<file path="src/rtl/seq_10110_gen.sv">
// Serial 10110 pattern generator: bursts of N patterns, overlapped or gapped, with exp_det strobe.
// Optional error injection on the last pattern when SEQ_GEN_ERR_INJ_EN is defined.
module seq_10110_gen #(
  parameter int CW  = 8,
  parameter int GAP = 2
) (
  input  logic          clk,
  input  logic          rst,
  input  logic          start,
  input  logic [CW-1:0] count,
  input  logic          ovl,
`ifdef SEQ_GEN_ERR_INJ_EN
  input  logic          inj_err,
`endif
  output logic          out_seq,
  output logic          out_vld,
  output logic          exp_det,
  output logic          busy,
  output logic          done
);

  localparam int GW = (GAP > 1) ? $clog2(GAP) : 1;
  localparam logic [GW-1:0] GAP_LAST = GW'((GAP > 0) ? GAP - 1 : 0);

  typedef enum logic [1:0] {
    ST_IDLE = 2'd0,
    ST_SEND = 2'd1,
    ST_GAP  = 2'd2,
    ST_FIN  = 2'd3
  } state_t;

  state_t        state_r;
  logic [2:0]    bit_idx_r;
  logic [GW-1:0] gap_cnt_r;
  logic [CW-1:0] pat_cnt_r;
  logic          ovl_r;
  logic          inj_act_s;
  logic          last_s;
  logic          corrupt_s;
  logic [2:0]    nxt_idx_s;

  // Pattern bit by index (MSB first); corrupt clears the 4th bit.
  function automatic logic pat_bit(input logic [2:0] idx, input logic corrupt);
    case (idx)
      3'd0:    pat_bit = 1'b1;
      3'd1:    pat_bit = 1'b0;
      3'd2:    pat_bit = 1'b1;
      3'd3:    pat_bit = ~corrupt;
      default: pat_bit = 1'b0;
    endcase
  endfunction

`ifdef SEQ_GEN_ERR_INJ_EN
  logic inj_r;

  // Capture the injection request with start.
  always_ff @(posedge clk or posedge rst) begin
    if (rst) begin
      inj_r <= 1'b0;
    end else if (state_r == ST_IDLE && start) begin
      inj_r <= inj_err;
    end else begin
      inj_r <= inj_r;
    end
  end

  assign inj_act_s = inj_r;
`else
  assign inj_act_s = 1'b0;
`endif

  // Next bit index and whether the pattern in flight is the corrupted last one.
  always_comb begin
    nxt_idx_s = bit_idx_r + 3'd1;
    last_s    = (pat_cnt_r == CW'(1));
    corrupt_s = inj_act_s & last_s;
  end

  // Burst FSM with registered outputs; pat_cnt_r holds patterns remaining incl. the current one.
  always_ff @(posedge clk or posedge rst) begin
    if (rst) begin
      state_r   <= ST_IDLE;
      bit_idx_r <= 3'd0;
      gap_cnt_r <= '0;
      pat_cnt_r <= '0;
      ovl_r     <= 1'b0;
      out_seq   <= 1'b0;
      out_vld   <= 1'b0;
      exp_det   <= 1'b0;
      busy      <= 1'b0;
      done      <= 1'b0;
    end else begin
      case (state_r)
        ST_IDLE: begin
          out_seq <= 1'b0;
          out_vld <= 1'b0;
          exp_det <= 1'b0;
          done    <= 1'b0;
          if (start) begin
            ovl_r     <= ovl;
            pat_cnt_r <= count;
            bit_idx_r <= 3'd0;
            gap_cnt_r <= '0;
            busy      <= 1'b1;
            if (count == '0) begin
              state_r <= ST_FIN;
              done    <= 1'b1;
            end else begin
              state_r <= ST_SEND;
              out_vld <= 1'b1;
              out_seq <= 1'b1;
            end
          end else begin
            busy <= 1'b0;
          end
        end
        ST_SEND: begin
          if (bit_idx_r == 3'd4) begin
            exp_det <= 1'b0;
            if (last_s) begin
              state_r <= ST_FIN;
              done    <= 1'b1;
              out_vld <= 1'b0;
              out_seq <= 1'b0;
            end else begin
              pat_cnt_r <= pat_cnt_r - CW'(1);
              if (ovl_r) begin
                // Shared "10" prefix: resume at the suffix 1,1,0.
                bit_idx_r <= 3'd2;
                out_seq   <= 1'b1;
              end else if (GAP > 0) begin
                state_r   <= ST_GAP;
                gap_cnt_r <= '0;
                out_seq   <= 1'b0;
              end else begin
                bit_idx_r <= 3'd0;
                out_seq   <= 1'b1;
              end
            end
          end else begin
            bit_idx_r <= nxt_idx_s;
            out_seq   <= pat_bit(nxt_idx_s, corrupt_s);
            exp_det   <= (nxt_idx_s == 3'd4) & ~corrupt_s;
          end
        end
        ST_GAP: begin
          if (gap_cnt_r == GAP_LAST) begin
            state_r   <= ST_SEND;
            bit_idx_r <= 3'd0;
            gap_cnt_r <= '0;
            out_seq   <= 1'b1;
          end else begin
            gap_cnt_r <= gap_cnt_r + GW'(1);
          end
        end
        ST_FIN: begin
          state_r <= ST_IDLE;
          done    <= 1'b0;
          busy    <= 1'b0;
          out_vld <= 1'b0;
          out_seq <= 1'b0;
          exp_det <= 1'b0;
        end
        default: begin
          state_r <= ST_IDLE;
          done    <= 1'b0;
          busy    <= 1'b0;
          out_vld <= 1'b0;
          out_seq <= 1'b0;
          exp_det <= 1'b0;
        end
      endcase
    end
  end

endmodule

</file>
<file path="config.mk">
export PLATFORM = sky130hd
export DESIGN_NAME = seq_10110_gen
export DESIGN_NICKNAME = d
export VERILOG_FILES = /design/src/rtl/seq_10110_gen.sv
export SDC_FILE = /design/constraint.sdc
export NUM_CORES = 1
export LEC_CHECK = 0
export CAP_MARGIN = 10
export CELL_PAD_IN_SITES_DETAIL_PLACEMENT = 0
export CELL_PAD_IN_SITES_GLOBAL_PLACEMENT = 2
export CORE_ASPECT_RATIO = 1.5
export CORE_UTILIZATION = 39
export CTS_BUF_LIST = sky130_fd_sc_hd__clkbuf_4 sky130_fd_sc_hd__clkbuf_8 sky130_fd_sc_hd__clkbuf_16
export CTS_CLUSTER_DIAMETER = 60
export DETAILED_ROUTE_END_ITERATION = 8
export DONT_BUFFER_PORTS = 1
export GPL_TIMING_DRIVEN = 0
export PLACE_DENSITY = 0.85
export SYNTH_ARGS = -nofsm -noshare
export SYNTH_HDL_FRONTEND = slang
export SYNTH_SLANG_ARGS = --single-unit
</file>
<file path="constraint.sdc">
create_clock -name clk -period 2.6 [get_ports clk]
set_clock_uncertainty 0.2 [all_clocks]
set_input_delay 0.52 -clock clk [delete_from_list [all_inputs] [get_ports clk]]
set_output_delay 0.52 -clock clk [all_outputs]
set_load 0.01 [all_outputs]
</file>
==> results of run 1 <==
[logic make-up after synthesis]
logic type                 Yosys count  share of synthesized area
AOI/OAI and AO/OA                   48                     0.2211
and+or+nand+nor                     47                     0.1825
DFF                                 20                     0.3509
buffers and inverters               18                    0.06579
adders and majority gates           12                     0.1053
muxes                               10                    0.07456
[where the power goes]
group / internal, mW / switching [mW]
sequential: 0.456 / 0.169
combinational: 0.407 / 0.554
clock: 0.103 / 0.105
total: 0.966 / 0.828
[layout by cell type, fill, tap and decap left out, drive strengths merged, types with 2 or more instances in the layout]
cell type,count
o21ai,12
nor2,7
a211oi,2
nor3,3
o211ai,5
o22ai,4
nand3b,2
o22a,2
or3,2
ha,12
nor4,4
buf,4
clkbuf,5
o2111ai,2
inv,10
dfrtp,20
mux2i,5
nor2b,2
nand2,16
a21oi,13
nand3,4
mux2,5
[stage by stage]
stage	total power, mW	setup WS (ps)	cells	area (sq um)	hold slack [ps]
floorplan	1.349	573.9	155	1426	280.0
global route	1.963	36.18	200	1520	190.8
global placement	1.560	239.9	197	1479	290.6
CTS	1.807	189.9	200	1520	141.4
finish	1.794	162.6	200	1520	116.3
detailed placement	1.596	216.5	197	1479	299.6
[path summary, 6_finish.rpt]
check / from / endpoint
worst max-delay path: pat_cnt_r[1] / bit_idx_r[2]
worst min-delay path: rst / pat_cnt_r[5]
worst max register to register: pat_cnt_r[1] / bit_idx_r[2]
worst min register to register: gap_cnt_r / gap_cnt_r
max in group asynchronous: rst / state_r[0]
min in group clk: ovl / ovl_r
[state kept, by name, summed over array words and instances (netlist names)]
| signal | flops |
|---|---|
| bit_idx_r | 3 |
| state_r | 2 |
| out_vld | 1 |
| done | 1 |
| ovl_r | 1 |
| busy | 1 |
| pat_cnt_r | 8 |
| out_seq | 1 |
| gap_cnt_r | 1 |
| exp_det | 1 |
[metal layers]
layer	routed length, microns	vias up
met5	0	-
met4	36	0
met3	118	6
met2	1956	22
met1	1474	621
li1	-	578
[area by class of cell]
class | instances | area (sq um) | area share
Inverter | 11 | 41.29 | 0.02716
Tap cell | 42 | 52.55 | 0.03457
Sequential cell | 20 | 500.5 | 0.3292
Multi-Input combinational cell | 117 | 832.0 | 0.5473
Buffer | 7 | 52.55 | 0.03457
Clock buffer | 3 | 41.29 | 0.02716
==> results.md, run 1 <==
- Outcome: completed
- Maximum buffer depth of the clock tree: 2
- Worst Max-Slew Pin Slew: 969.9 ps
- Seq cells post-synth: 20
- Maximum ir drop on the vdd rail: 508.9 uV
- Met3 track demand over resource: 0.02794
- Power per unit of standard cell area: 1180 nW/um^2
- Resize count post-CTS: 0
- Level count of the clock H-tree: 1
- Instance count of the mapped netlist: 155
- Number of cells on the worst reg-to-reg path: 6
- Clock Pin Slew Worst Setup and Hold Paths: 80 ps
- Number of enable flip-flop cells after synthesis: 0
- Width of the die: 51.38 microns
- Clock tree root buffer cell: clkbuf_8
- Critical Path Source Type: register
- Worst path arrival time: 2390 ps
- Layer with the highest usage: met2
- Overall die height: 76.07 microns
- Total Die Area: 3908 sq um
- Global-route total usage across every layer: 0.2029
- Insertion delay to the later sink of the worst-skew pair: 260 ps
- Final antenna diode count: 0
- Top cell type's share of synthesized area: 0.3509
- Initial antenna violation count: 0
- Portion of the post-synthesis area used by sequential elements: 0.3509
- Slack of the worst reg-to-reg path: 160 ps
- Wire length of the first global-routing pass: 5982 microns
- Critical Setup Path Class: register to register
- Largest net degree at the start of global routing: 21
- Main area contributors after synthesis: dfrtp_1 35%, ha_1 11%, a21oi_1 4.2%
- Half-perimeter wire length after detailed placement: 2682 microns
- Standard-cell rows: 26
- Sum of buffers and inverters on the critical path: 1
- Floorplan core area: 3448 sq um
- Number of clock buffers inserted by TritonCTS: 3
- Length of the first detailed-routing pass in iterations: 4
- Number of DRC violations after detailed-routing iteration 0: 29
- Area Overhead vs Synth: 6.579%
- Via count of the first global-routing pass: 1311
- Fin. max-slew vios: 0
- Avg Vias per Cell: 6.135
- Number of primary I/O pins: 17
- Final setup vio count: 0
- Relative max-transition margin: 0.3484
- Residual overflow from global routing: 0
- Clock tree from TritonCTS: built
- Fmax: 0.4103 GHz
- Number of failing hold endpoints at the final stage: 0
- Core Util, Final: 0.4409
- Final worst path period share: 0.9374
- Post-CTS Hold Buffers: 0
- # nets final: 184
- Number of setup buffers added after CTS: 0
- Maximum fanout along the worst path: 7
- Number of sinks on the clock net: 20
- Standard cell with the maximum stage delay on the critical path: nor4b_2
- Fraction of final layout cells sized beyond drive strength 1: 0.1139
- Count of buffers inserted at the top-level ports: 0
- Remaining design rule violation count: 0
- Levels on crit path: 6
- Final-layout fill cell count: 367
- Post-synthesis average cell area: 9.202 sq um
- Crit path max-delay family: simple AND/OR/NAND/NOR gates
- Summed instance area of the synthesized netlist: 1426 sq um
- Via Count: 1227
- Required time of the critical path: 2550 ps
- M1 GR Usage: 0.2321
- Unrepaired setup endpoints after global routing: no
- Maximum capacitance violations: 0
- Longest individual stage delay on the worst path: 690 ps
- List of most frequent post-synthesis cells: 20 x dfrtp_1, 16 x nand2_1, 12 x a21oi_1, 12 x ha_1, 10 x inv_1
- Synthesized netlist net count: 179
- Critical path endpoint category: register
- Biggest area consumer among synthesized cells: dfrtp_1
- Setup TNS: 0 ps
- Final Critical Period: 2437 ps
- RePlAce Congestion: 0.8839
- Synth Flop Type: dfrtp_1
- Routed wire length: 3586 microns
- Fraction of registers with async set or reset after synthesis: 1.000
- Tightest Hold Check Type: primary input to asynchronous set/reset pin
- Met2 routing resource usage after global routing: 0.3597
- Number of synthesis warnings: 0
- Most instantiated library cell after synthesis: dfrtp_1
- DRT antenna net count: 0
- Initial cell density of the core: 0.4136
- Worst-path cell chain: inv_1 -> ha_1 -> nor4b_2 -> a21oi_2 -> o21ai_2 -> mux2_2
- Count of cell types in the netlist: 47
- Routed wire length per instance: 17.93 microns
- Leakage power figure: 0.6398 nW
Note: power is estimated with default switching activity, not from simulation.
==> inputs of run 2 (changes only) <==
--- a/config.mk
+++ b/config.mk
@@ -15,6 +15,7 @@
 export DETAILED_ROUTE_END_ITERATION = 8
 export DONT_BUFFER_PORTS = 1
 export GPL_TIMING_DRIVEN = 0
+export HOLD_SLACK_MARGIN = 0.02
 export PLACE_DENSITY = 0.85
 export SYNTH_ARGS = -nofsm -noshare
 export SYNTH_HDL_FRONTEND = slang
==> results of run 2 <==
Same layout as run 1: the final DEF is identical, and so are final timing and power.
